--- src/rtl/base_station_ho_if.sv ---
// base_station_ho_if: DM / server / peer-station signals of one handover controller.
interface base_station_ho_if #(
    parameter int NUM_BS = 3,
    parameter int SQ_W   = 8,
    parameter int DATA_W = 8,
    parameter int IDX_W  = (NUM_BS > 1) ? $clog2(NUM_BS) : 1
) ();
    logic              start;
    logic [NUM_BS-1:0] ho_in;
    logic [NUM_BS-1:0] ack_in;
    logic [NUM_BS-1:0] ho_out;
    logic              ack_out;
    logic [SQ_W-1:0]   dm_sq;
    logic              dm_target_valid;
    logic [IDX_W-1:0]  dm_target;
    logic              dm_request;
    logic              dm_respond;
    logic [DATA_W-1:0] sv_data;
    logic [DATA_W-1:0] dm_data;
    logic [IDX_W-1:0]  sv_target;
    logic              sv_target_valid;
    logic              ho_fail;

    modport slave (
        input  start, ho_in, ack_in, dm_sq, dm_target_valid, dm_target, sv_data,
        output ho_out, ack_out, dm_request, dm_respond, dm_data, sv_target, sv_target_valid, ho_fail
    );
    modport master (
        output start, ho_in, ack_in, dm_sq, dm_target_valid, dm_target, sv_data,
        input  ho_out, ack_out, dm_request, dm_respond, dm_data, sv_target, sv_target_valid, ho_fail
    );
endinterface

--- src/rtl/base_station_ho.sv ---
// base_station_ho: per-station attach/takeover/handover controller between DM, server and peer stations.
// Every output is a flop loaded from the next-state decode, so there is no input-to-output path.
module base_station_ho #(
    parameter int BS_ID     = 0,
    parameter int NUM_BS    = 3,
    parameter int SQ_W      = 8,
    parameter int SQ_THRESH = 50,
    parameter int LOW_CNT   = 4,
    parameter int TIMEOUT   = 8,
    parameter int DATA_W    = 8,
    localparam int IDX_W    = (NUM_BS > 1) ? $clog2(NUM_BS) : 1,
    localparam int TW       = $clog2(TIMEOUT),
    localparam int CW       = $clog2(LOW_CNT + 1)
) (
    input logic              clk,
    input logic              reset_n,
    base_station_ho_if.slave bus
);
    typedef enum logic [2:0] {IDLE, TARGET, SOURCE, CHECK_SQ, HANDOFF, NOTIFY_SV} state_t;

    localparam logic [NUM_BS-1:0] SELF_M = NUM_BS'(1) << BS_ID;
    localparam logic [IDX_W:0]    NB_L   = (IDX_W + 1)'(NUM_BS);

    state_t            state_q, state_d;
    logic [CW-1:0]     low_q, low_d;
    logic [TW-1:0]     timer_q, timer_d;
    logic [IDX_W-1:0]  tgt_q, tgt_d;
    logic              fail_d, low, tmo, tgt_ok, serve_q, serve_d;
    logic [NUM_BS-1:0] ho_out_q;
    logic              ack_q, req_q, resp_q, svtv_q, fail_q;
    logic [DATA_W-1:0] data_q;
    logic [IDX_W-1:0]  svt_q;

    assign low     = bus.dm_sq < SQ_W'(SQ_THRESH);
    assign tmo     = timer_q == TW'(TIMEOUT - 1);
    assign tgt_ok  = bus.dm_target != IDX_W'(BS_ID) && {1'b0, bus.dm_target} < NB_L;
    assign serve_q = state_q == SOURCE || state_q == CHECK_SQ || state_q == HANDOFF;
    assign serve_d = state_d == SOURCE || state_d == CHECK_SQ || state_d == HANDOFF;

    always_comb begin
        state_d = state_q;
        low_d   = low_q;
        timer_d = '0;
        tgt_d   = tgt_q;
        fail_d  = 1'b0;
        case (state_q)
            IDLE: begin
                low_d   = '0;
                state_d = |(bus.ho_in & ~SELF_M) ? TARGET : bus.start ? SOURCE : IDLE;
            end
            TARGET: state_d = SOURCE;
            SOURCE: begin
                low_d   = low ? low_q + CW'(1) : '0;
                state_d = (low && low_q == CW'(LOW_CNT - 1)) ? CHECK_SQ : SOURCE;
            end
            CHECK_SQ: begin
                timer_d = timer_q + TW'(1);
                if (bus.dm_target_valid && tgt_ok) begin
                    tgt_d   = bus.dm_target;
                    timer_d = '0;
                    state_d = HANDOFF;
                end else if (bus.dm_target_valid || tmo) begin
                    timer_d = '0;
                    low_d   = '0;
                    fail_d  = !bus.dm_target_valid;
                    state_d = SOURCE;
                end
            end
            HANDOFF: begin
                timer_d = timer_q + TW'(1);
                // the ack wins over a timeout in the same cycle
                if (bus.ack_in[tgt_q]) begin
                    timer_d = '0;
                    state_d = NOTIFY_SV;
                end else if (tmo) begin
                    timer_d = '0;
                    low_d   = '0;
                    fail_d  = 1'b1;
                    state_d = SOURCE;
                end
            end
            NOTIFY_SV: state_d = IDLE;
            default:   state_d = IDLE;
        endcase
    end

    always_ff @(posedge clk or negedge reset_n) begin
        if (!reset_n) begin
            state_q  <= IDLE;
            low_q    <= '0;
            timer_q  <= '0;
            tgt_q    <= '0;
            ho_out_q <= '0;
            ack_q    <= 1'b0;
            req_q    <= 1'b0;
            resp_q   <= 1'b0;
            data_q   <= '0;
            svt_q    <= '0;
            svtv_q   <= 1'b0;
            fail_q   <= 1'b0;
        end else begin
            state_q  <= state_d;
            low_q    <= low_d;
            timer_q  <= timer_d;
            tgt_q    <= tgt_d;
            ho_out_q <= state_d == HANDOFF ? NUM_BS'(1) << tgt_d : '0;
            ack_q    <= state_d == TARGET;
            req_q    <= state_d == CHECK_SQ;
            resp_q   <= serve_d || state_d == TARGET;
            data_q   <= (serve_q && serve_d) ? bus.sv_data : '0;
            svt_q    <= state_d == NOTIFY_SV ? tgt_d : '0;
            svtv_q   <= state_d == NOTIFY_SV;
            fail_q   <= fail_d;
        end
    end

    assign bus.ho_out          = ho_out_q;
    assign bus.ack_out         = ack_q;
    assign bus.dm_request      = req_q;
    assign bus.dm_respond      = resp_q;
    assign bus.dm_data         = data_q;
    assign bus.sv_target       = svt_q;
    assign bus.sv_target_valid = svtv_q;
    assign bus.ho_fail         = fail_q;
endmodule

--- src/flat_wrapper.sv ---
// flat-port wrapper written by rule: the top's interface ports become plain ports
module base_station_ho_flat 
#(
    parameter int BS_ID     = 0,
    parameter int NUM_BS    = 3,
    parameter int SQ_W      = 8,
    parameter int SQ_THRESH = 50,
    parameter int LOW_CNT   = 4,
    parameter int TIMEOUT   = 8,
    parameter int DATA_W    = 8,
    localparam int IDX_W    = (NUM_BS > 1) ? $clog2(NUM_BS) : 1,
    localparam int TW       = $clog2(TIMEOUT),
    localparam int CW       = $clog2(LOW_CNT + 1)
)
  (clk, reset_n, bus_start, bus_ho_in, bus_ack_in, bus_dm_sq, bus_dm_target_valid, bus_dm_target, bus_sv_data, bus_ho_out, bus_ack_out, bus_dm_request, bus_dm_respond, bus_dm_data, bus_sv_target, bus_sv_target_valid, bus_ho_fail);
  base_station_ho_if #(.NUM_BS(NUM_BS), .SQ_W(SQ_W), .DATA_W(DATA_W)) bus_i ();
  input logic clk;
  input logic reset_n;
  input wire logic [$bits(bus_i.start)-1:0] bus_start;
  input wire logic [$bits(bus_i.ho_in)-1:0] bus_ho_in;
  input wire logic [$bits(bus_i.ack_in)-1:0] bus_ack_in;
  input wire logic [$bits(bus_i.dm_sq)-1:0] bus_dm_sq;
  input wire logic [$bits(bus_i.dm_target_valid)-1:0] bus_dm_target_valid;
  input wire logic [$bits(bus_i.dm_target)-1:0] bus_dm_target;
  input wire logic [$bits(bus_i.sv_data)-1:0] bus_sv_data;
  output wire logic [$bits(bus_i.ho_out)-1:0] bus_ho_out;
  output wire logic [$bits(bus_i.ack_out)-1:0] bus_ack_out;
  output wire logic [$bits(bus_i.dm_request)-1:0] bus_dm_request;
  output wire logic [$bits(bus_i.dm_respond)-1:0] bus_dm_respond;
  output wire logic [$bits(bus_i.dm_data)-1:0] bus_dm_data;
  output wire logic [$bits(bus_i.sv_target)-1:0] bus_sv_target;
  output wire logic [$bits(bus_i.sv_target_valid)-1:0] bus_sv_target_valid;
  output wire logic [$bits(bus_i.ho_fail)-1:0] bus_ho_fail;
  assign bus_i.start = bus_start;
  assign bus_i.ho_in = bus_ho_in;
  assign bus_i.ack_in = bus_ack_in;
  assign bus_i.dm_sq = bus_dm_sq;
  assign bus_i.dm_target_valid = bus_dm_target_valid;
  assign bus_i.dm_target = bus_dm_target;
  assign bus_i.sv_data = bus_sv_data;
  assign bus_ho_out = bus_i.ho_out;
  assign bus_ack_out = bus_i.ack_out;
  assign bus_dm_request = bus_i.dm_request;
  assign bus_dm_respond = bus_i.dm_respond;
  assign bus_dm_data = bus_i.dm_data;
  assign bus_sv_target = bus_i.sv_target;
  assign bus_sv_target_valid = bus_i.sv_target_valid;
  assign bus_ho_fail = bus_i.ho_fail;
  base_station_ho #(.BS_ID(BS_ID), .NUM_BS(NUM_BS), .SQ_W(SQ_W), .SQ_THRESH(SQ_THRESH), .LOW_CNT(LOW_CNT), .TIMEOUT(TIMEOUT), .DATA_W(DATA_W)) u_core (.clk(clk), .reset_n(reset_n), .bus(bus_i));
endmodule
--- config.mk ---
export PLATFORM = sky130hd
export DESIGN_NAME = base_station_ho_flat
export DESIGN_NICKNAME = d
export VERILOG_FILES = /design/src/rtl/base_station_ho_if.sv /design/src/rtl/base_station_ho.sv /design/src/flat_wrapper.sv
export SDC_FILE = /design/constraint.sdc
export NUM_CORES = 1
export LEC_CHECK = 0
export BUFFER_PORTS_ARGS = -buffer_cell sky130_fd_sc_hd__buf_2
export CAP_MARGIN = 5
export CELL_PAD_IN_SITES_DETAIL_PLACEMENT = 0
export CELL_PAD_IN_SITES_GLOBAL_PLACEMENT = 1
export CORE_AREA = 2 2 60 62
export CTS_CLUSTER_DIAMETER = 200
export DETAILED_ROUTE_END_ITERATION = 10
export DIE_AREA = 0 0 62 64
export PLACE_DENSITY_LB_ADDON = 0.1
export SETUP_SLACK_MARGIN = 0.1
export SLEW_MARGIN = 10
export SYNTH_ARGS = -nofsm -noshare
export SYNTH_HDL_FRONTEND = slang
export SYNTH_SLANG_ARGS = --single-unit
--- constraint.sdc ---
create_clock -name clk -period 5.2 [get_ports clk]
set_clock_uncertainty 0.1 [all_clocks]
set_input_delay 0.78 -clock clk [delete_from_list [all_inputs] [get_ports clk]]
set_output_delay 0.78 -clock clk [all_outputs]
set_load 0.02 [all_outputs]
# [Yosys cells after proc, flatten, opt, wreduce, memory -nomap -nowiden]
# Index checks and enable logic that the tools add are counted.
# Widths: inputs -> output; s select.
[word_totals] ff_bits=29 input_bits=28 output_inout_bits=18 word_cells=80
[classes] addsub=2 magnitude_cmp=3 eq_ne=15 shift=1 mux=31 n_reduce_logical=16
[ops] operator="$mux 3" count=15
[ops] operator="$eq 3x2->1 const B" count=5
[ops] operator="$pmux 3 s5" count=1
[ops] operator="$eq 3x3->1 const B" count=4
[ops] operator="$pmux 3 s4" count=1
[ops] operator="$lt 8x6->1 const B" count=1
[ops] operator="$mux 2" count=4
[ops] operator="$mux 8" count=1
[ops] operator="$add 3x1->3 const B" count=2
[ops] operator="$eq 3x1->1 const B" count=2
[ops] operator="$logic_or 1x1->1" count=6
[ops] operator="$mux 1" count=6
[ops] operator="$ne 2x2->1 const B" count=3
[ops] operator="$pmux 3 s2" count=1
[ops] operator="$reduce_and 5->1" count=1
[ops] operator="$logic_and 1x1->1" count=4
[ops] operator="$reduce_bool 4->1" count=1
[ops] operator="$logic_not 3->1" count=1
[ops] operator="$lt 2x3->1 const B" count=1
[ops] operator="$shl 1x2->3 const A" count=1
[ops] operator="$bmux 1 s2" count=1
[ops] operator="$lt 2x2->1 const B" count=1
[ops] operator="$ne 2x1->1 const B" count=1
[ops] operator="$pmux 1 s2" count=1
[ops] operator="3 further kinds" count=3

# [Longest topological paths before layout]
[depth] depth_word=10 depth_mapped=8 mapped_depth_nobuf=8

# [Worst setup path after synthesis]
# Ideal clock, no wire load.
[synth_timing] path_type="input port to flip-flop" start="in bus_ack_in[0]" end="reg u_core.data_q[0] (netlist: u_core.bus.dm_data[0])" setup_time_ns=0.066 arrival_time_ns=1.983 required_ns=5.034 path_slack_ns=3.052 stages=6 path_buffers=0 cell_sequence="mux2_4 > mux2_2 > a221oi_4 > inv_2 > a21oi_4 > and2_1"
[synth_via] elab_chain_cells=9 elab_cells_between_ends=11 cone_classes="eq/ne: 3; mux: 5; reduce/logical: 3"
[synth_rtl] item="start, declared" line_no="flat_wrapper.sv:21" text="input wire logic [$bits(bus_i.ack_in)-1:0] bus_ack_in;"
[synth_rtl] item="$bmux 1 s2 *" line_no="base_station_ho.sv:72" text="if (bus.ack_in[tgt_q]) begin"
[synth_rtl] item="$mux 1 (implied by the code) *" line_no="base_station_ho.sv:72"
[synth_rtl] item="$mux 3 *" line_no="base_station_ho.sv:72"
[synth_rtl] item="$pmux 3 s5 *" line_no="base_station_ho.sv:46" text="case (state_q)"
[synth_rtl] item="net u_core.state_d[0]" line_no="base_station_ho.sv:24" text="state_t state_q, state_d;"
[synth_rtl] item="$eq 3x2->1" line_no="base_station_ho.sv:38" text="assign serve_d = state_d == SOURCE || state_d == CHECK_SQ || state_d == HANDOFF;"
[synth_rtl] item="$logic_or 1x1->1" line_no="base_station_ho.sv:38"
[synth_rtl] item="$logic_or 1x1->1 *" line_no="base_station_ho.sv:38"
[synth_rtl] item="$logic_and 1x1->1 *" line_no="base_station_ho.sv:110" text="data_q <= (serve_q && serve_d) ? bus.sv_data : '0;"
[synth_rtl] item="$mux 8 *" line_no="base_station_ho.sv:110"
[synth_rtl] item="end signal, assigned" line_no="base_station_ho.sv:110"
[synth_rtl] item="end, declared" line_no="base_station_ho.sv:31" text="logic [DATA_W-1:0] data_q;"
# The timed path passes the listed nets; every way through them passes the cells marked *. The select of a mux whose other input is x is not followed.
# A chain may end at the register's enable or synchronous reset.

# [Worst setup path after layout]
[layout_timing] start="reg u_core.timer_q[0]" end="reg u_core.data_q[0] (netlist: u_core.bus.dm_data[0])"
[layout_via] elab_chain_cells=10 elab_cells_between_ends=14 cone_classes="eq/ne: 4; mux: 6; reduce/logical: 4"
[layout_rtl] item="start, declared" line_no="base_station_ho.sv:26" text="logic [TW-1:0] timer_q, timer_d;"
[layout_rtl] item="start signal, assigned" line_no="base_station_ho.sv:104" text="timer_q <= timer_d;"
[layout_rtl] item="$eq 3x3->1 *" line_no="base_station_ho.sv:35" text="assign tmo = timer_q == TW'(TIMEOUT - 1);"
[layout_rtl] item="$logic_or 1x1->1" line_no="base_station_ho.sv:62" text="end else if (bus.dm_target_valid || tmo) begin"
[layout_rtl] item="$mux 3" line_no="base_station_ho.sv:62"
[layout_rtl] item="$mux 3" line_no="base_station_ho.sv:58" text="if (bus.dm_target_valid && tgt_ok) begin"
[layout_rtl] item="$pmux 3 s5 *" line_no="base_station_ho.sv:46"
[layout_rtl] item="net u_core.state_d[0]" line_no="base_station_ho.sv:24"
[layout_rtl] item="$eq 3x2->1" line_no="base_station_ho.sv:38"
[layout_rtl] item="$logic_or 1x1->1" line_no="base_station_ho.sv:38"
[layout_rtl] item="$logic_or 1x1->1 *" line_no="base_station_ho.sv:38"
[layout_rtl] item="$logic_and 1x1->1 *" line_no="base_station_ho.sv:110"
[layout_rtl] item="$mux 8 *" line_no="base_station_ho.sv:110"
# The timed path passes the listed nets; every way through them passes the cells marked *.

==> results.rst <==
.. list-table::
   :header-rows: 1

   * - Metric
     - Value
   * - Leakage power total
     - 0.834 nW
   * - Top fanout value on the critical path
     - 8
   * - Count of synthesis-stage warnings from yosys
     - 0
   * - Number of violations reported at the end of detailed-routing iteration 0
     - 27
   * - Post-layout instance count excluding filler cells
     - 199
   * - Worst Setup Path Type
     - reg2reg
   * - Global routing usage on met2
     - 0.199
   * - Clock tree from TritonCTS
     - yes
   * - Pwr Density
     - 462 mW/mm^2
   * - Final weighted congestion of routability-driven global placement
     - 0.740
   * - Unrepaired setup endpoints after global routing
     - false
   * - GRT Residual Overflow
     - 0
   * - Number of placed instances with taps included
     - approximately 190
   * - Initial antenna violation count
     - 0
   * - Number of violations of the max-capacitance limit
     - 0
   * - Synthesized area divided by synthesized cell count
     - about 12 sq um
   * - Grt met3 use
     - 0.0587
   * - Total wirelength of the detailed-routed design
     - between 2000 and 2500 um
   * - Crit path DAT
     - roughly 2.2 ns
   * - Time the final worst path needs with I/O delays and setup
     - between 2 and 2.5 ns
   * - Chip Height
     - approximately 64 um
   * - Total of hold buffers inserted after clock tree synthesis
     - 0
   * - Root buf cell
     - sky130_fd_sc_hd__clkbuf_4
   * - Clk_lat worst skew
     - 0.32 ns
   * - Outcome
     - completed
   * - FMAX
     - a little under 0.5 GHz
   * - Routed Antenna Nets
     - 0
   * - Largest buffer count on any clock path
     - 2
   * - Final setup margin
     - between 3 and 4 ns
   * - Number of buffers inserted to repair setup after CTS
     - 0
   * - Required time reported for the critical path endpoint
     - between 5 and 6 ns
   * - Total number of vias
     - 924
   * - Worst Reg-to-Reg Cells
     - 8
   * - Total track usage
     - 0.143
   * - Final count of pins violating max slew
     - 0
   * - Vias per std cell
     - around 4.6
   * - Transition time at the pin with the least slew margin
     - between 0.6 and 0.7 ns
   * - Number of antenna diodes
     - 0
   * - Area growth from synthesis to layout
     - 26.0%
   * - Count of endpoints failing hold in the final timing report
     - 0
   * - Worst rel slew slack
     - 0.585
   * - Synthesized cell area
     - roughly 0.0012 sq mm
   * - Peak-usage layer in the global routing report
     - met2
   * - Net total in the final layout
     - 184
   * - Share of post-route cells with drive strength above 1
     - 0.392
   * - Reg2reg end
     - u_core.bus.dm_data[0]
   * - Cell Rows
     - 21
   * - Wire length of the first global-routing pass
     - about 4100 um
   * - Gate count after technology mapping
     - just over 100
   * - Die outline width
     - between 60 and 70 um
   * - Number of sinks on the clock net
     - 29
   * - Setup slack after placement
     - approximately 2.8 ns
   * - Setup Viol. Count Final
     - 0
   * - Worst Hold Class
     - reg2reg
   * - CTS H-tree lvls
     - 2
   * - Origin of the worst min-delay path
     - u_core.timer_q[0]
   * - Total core area
     - ~0.0033 sq mm
   * - Detailed Place HPWL
     - between 1500 and 2000 um
   * - Post-synth cell types
     - 34
   * - Portion of the clock cycle consumed by the worst path in the final layout
     - 0.398
   * - Kind of end point of the critical path
     - register
   * - Clock-pin slew reported for the worst setup and hold paths after clock tree synthesis
     - roughly 0.090 ns
   * - Setup slack, reg-to-reg
     - roughly 3.1 ns
   * - Maximum number of pins on one net before global-route repair
     - 30
   * - Net count of the mapped netlist
     - about 130
   * - Seq cells post-synth
     - 29
   * - Final worst hold slack
     - between 0.3 and 0.4 ns
   * - IO Port Bufs
     - 43
   * - Sequential element share of the synthesized area
     - 0.583
   * - Final Instance Area
     - roughly 0.0016 sq mm
   * - Setup TNS Final
     - 0 ns
   * - Top-level I/O count
     - between 40 and 50
   * - Total iterations of the first detailed-routing run
     - 4
   * - Area after DPL
     - 0.00152 sq mm
   * - Peak supply drop
     - ~210 uV
   * - Endpoint with the worst hold slack
     - u_core.timer_q[0]
   * - Number of buffers added by the clock tree synthesis step
     - 5
   * - Drt drc
     - 0
   * - Hold Path Depth
     - 1
   * - Full die area
     - 0.00397 sq mm
   * - Vias in the first global route
     - between 900 and 1,000
   * - Detailed-route wire length per cell
     - approximately 12 um
   * - GR Util met1
     - 0.193
   * - Effective utilization at floorplan
     - 0.379
   * - Startpoint types
     - register
   * - Worst r2r src
     - u_core.timer_q[0]
   * - Post-cts resize count
     - 0
layout make-up:
cell class                 instances  area (sq um)
inverter                           7          26.3
sequential                        29           726
clock inverter                     2          10.0
clock buffer                       6          41.3
timing repair buffer              43           215
fill                             321          1720
tap                               46          57.6
multi-input combinational         66           493
worst max-delay path, cell delays in order, from the launching register on:
cell	delay [ns]
sky130_fd_sc_hd__dfrtp_1	0.39
sky130_fd_sc_hd__ha_1	0.20
sky130_fd_sc_hd__ha_1	0.26
sky130_fd_sc_hd__or2_2	0.35
sky130_fd_sc_hd__o22ai_1	0.25
sky130_fd_sc_hd__a221oi_4	0.07
sky130_fd_sc_hd__inv_2	0.11
sky130_fd_sc_hd__a21oi_4	0.07
sky130_fd_sc_hd__and2_1	0.18
flip-flops by register name (all words and copies together) (netlist names):
signal,flops
u_core.tgt_q,2
u_core.low_q,3
u_core.bus.dm_request,1
u_core.bus.dm_respond,1
u_core.state_q,3
u_core.bus.sv_target_valid,1
u_core.bus.ho_out,3
u_core.timer_q,3
u_core.bus.ack_out,1
u_core.bus.ho_fail,1
u_core.bus.dm_data,8
u_core.bus.sv_target,2
worst max path at each step:
stage | end | from | slack, ns | cells past startpoint
5_1_grt | u_core.bus.dm_data[7] | u_core.timer_q[0] | 2.96 | 8
3_5_place_dp | u_core.bus.dm_data[5] | bus_ack_in[0] | 2.81 | 7
6_report | u_core.bus.dm_data[0] | u_core.timer_q[0] | 3.13 | 8
4_1_cts | u_core.bus.dm_data[0] | u_core.timer_q[0] | 3.09 | 8
3_3_place_gp | u_core.bus.dm_data[7] | bus_ack_in[0] | 2.83 | 7
2_1_floorplan | u_core.bus.dm_data[0] | bus_ack_in[0] | 3.05 | 6
per-stage QoR:
stage           util  power (mW)
6_report       0.478       0.725
3_3_place_gp   0.462       0.604
4_1_cts        0.478       0.737
5_1_grt        0.478       0.788
2_1_floorplan      -       0.518
3_5_place_dp   0.462       0.608
cell families after synthesis:
kind of cell | count (synthesis) | share of synthesized area
DFF | 29 | 0.583
AOI/OAI and AO/OA | 15 | 0.117
and+or+nand+nor | 41 | 0.186
buffers and inverters | 7 | 0.0211
xor gates and xnor gates | 1 | 0.00704
adders and majority gates | 4 | 0.0402
muxes | 5 | 0.0462
cell usage after synthesis:
cell,instances,share of area
sky130_fd_sc_hd__a21oi_4,1,0.013
sky130_fd_sc_hd__nor3_1,5,0.020
sky130_fd_sc_hd__mux2_2,2,0.018
sky130_fd_sc_hd__nor3b_1,2,0.012
sky130_fd_sc_hd__a21oi_1,1,0.0040
sky130_fd_sc_hd__or3_1,1,0.0050
sky130_fd_sc_hd__nor2b_1,3,0.015
sky130_fd_sc_hd__nand4_1,1,0.0050
sky130_fd_sc_hd__mux2i_1,2,0.016
sky130_fd_sc_hd__a221oi_4,1,0.021
sky130_fd_sc_hd__a22o_1,2,0.014
sky130_fd_sc_hd__o21a_1,2,0.012
sky130_fd_sc_hd__a311oi_2,1,0.012
sky130_fd_sc_hd__mux2_4,1,0.012
sky130_fd_sc_hd__or3b_1,1,0.0070
sky130_fd_sc_hd__dfrtp_1,29,0.58
sky130_fd_sc_hd__and3_1,1,0.0050
sky130_fd_sc_hd__ha_1,4,0.040
sky130_fd_sc_hd__and2_1,9,0.045
sky130_fd_sc_hd__a211oi_1,1,0.0060
sky130_fd_sc_hd__o21ai_0,1,0.0040
sky130_fd_sc_hd__o22ai_1,1,0.0050
sky130_fd_sc_hd__nor3b_2,1,0.010
sky130_fd_sc_hd__o21ai_1,1,0.0040
sky130_fd_sc_hd__or2_2,2,0.010
sky130_fd_sc_hd__a221o_1,1,0.0080
sky130_fd_sc_hd__xor2_1,1,0.0070
sky130_fd_sc_hd__inv_1,6,0.018
sky130_fd_sc_hd__o311ai_0,1,0.0070
sky130_fd_sc_hd__nor2_1,7,0.021
sky130_fd_sc_hd__inv_2,1,0.0030
sky130_fd_sc_hd__nand3b_1,2,0.012
sky130_fd_sc_hd__a21boi_0,1,0.0060
sky130_fd_sc_hd__nand2_1,6,0.018
layer usage:
layer,wire [um],part of all wire
met1,1100,0.45
met2,1080,0.44
met3,194,0.079
met4,68,0.028
met5,0,0
cells in the final DEF (no fill, tap or decap), types with 3 or more instances in the layout:
cell type	count
sky130_fd_sc_hd__buf_2	43
sky130_fd_sc_hd__dfrtp_1	29
sky130_fd_sc_hd__and2_1	9
sky130_fd_sc_hd__nor2_1	7
sky130_fd_sc_hd__inv_1	6
sky130_fd_sc_hd__nand2_1	6
sky130_fd_sc_hd__nor3_1	5
sky130_fd_sc_hd__clkbuf_4	5
sky130_fd_sc_hd__ha_1	4
sky130_fd_sc_hd__nor2b_1	3
report_power, final:
group / internal, mW / total [mW] / switching (mW)
Combinational: 0.112 / 0.280 / 0.168
Clock: 0.0513 / 0.126 / 0.0751
Sequential: 0.281 / 0.318 / 0.0370
Note: power is estimated with default switching activity, not from simulation.
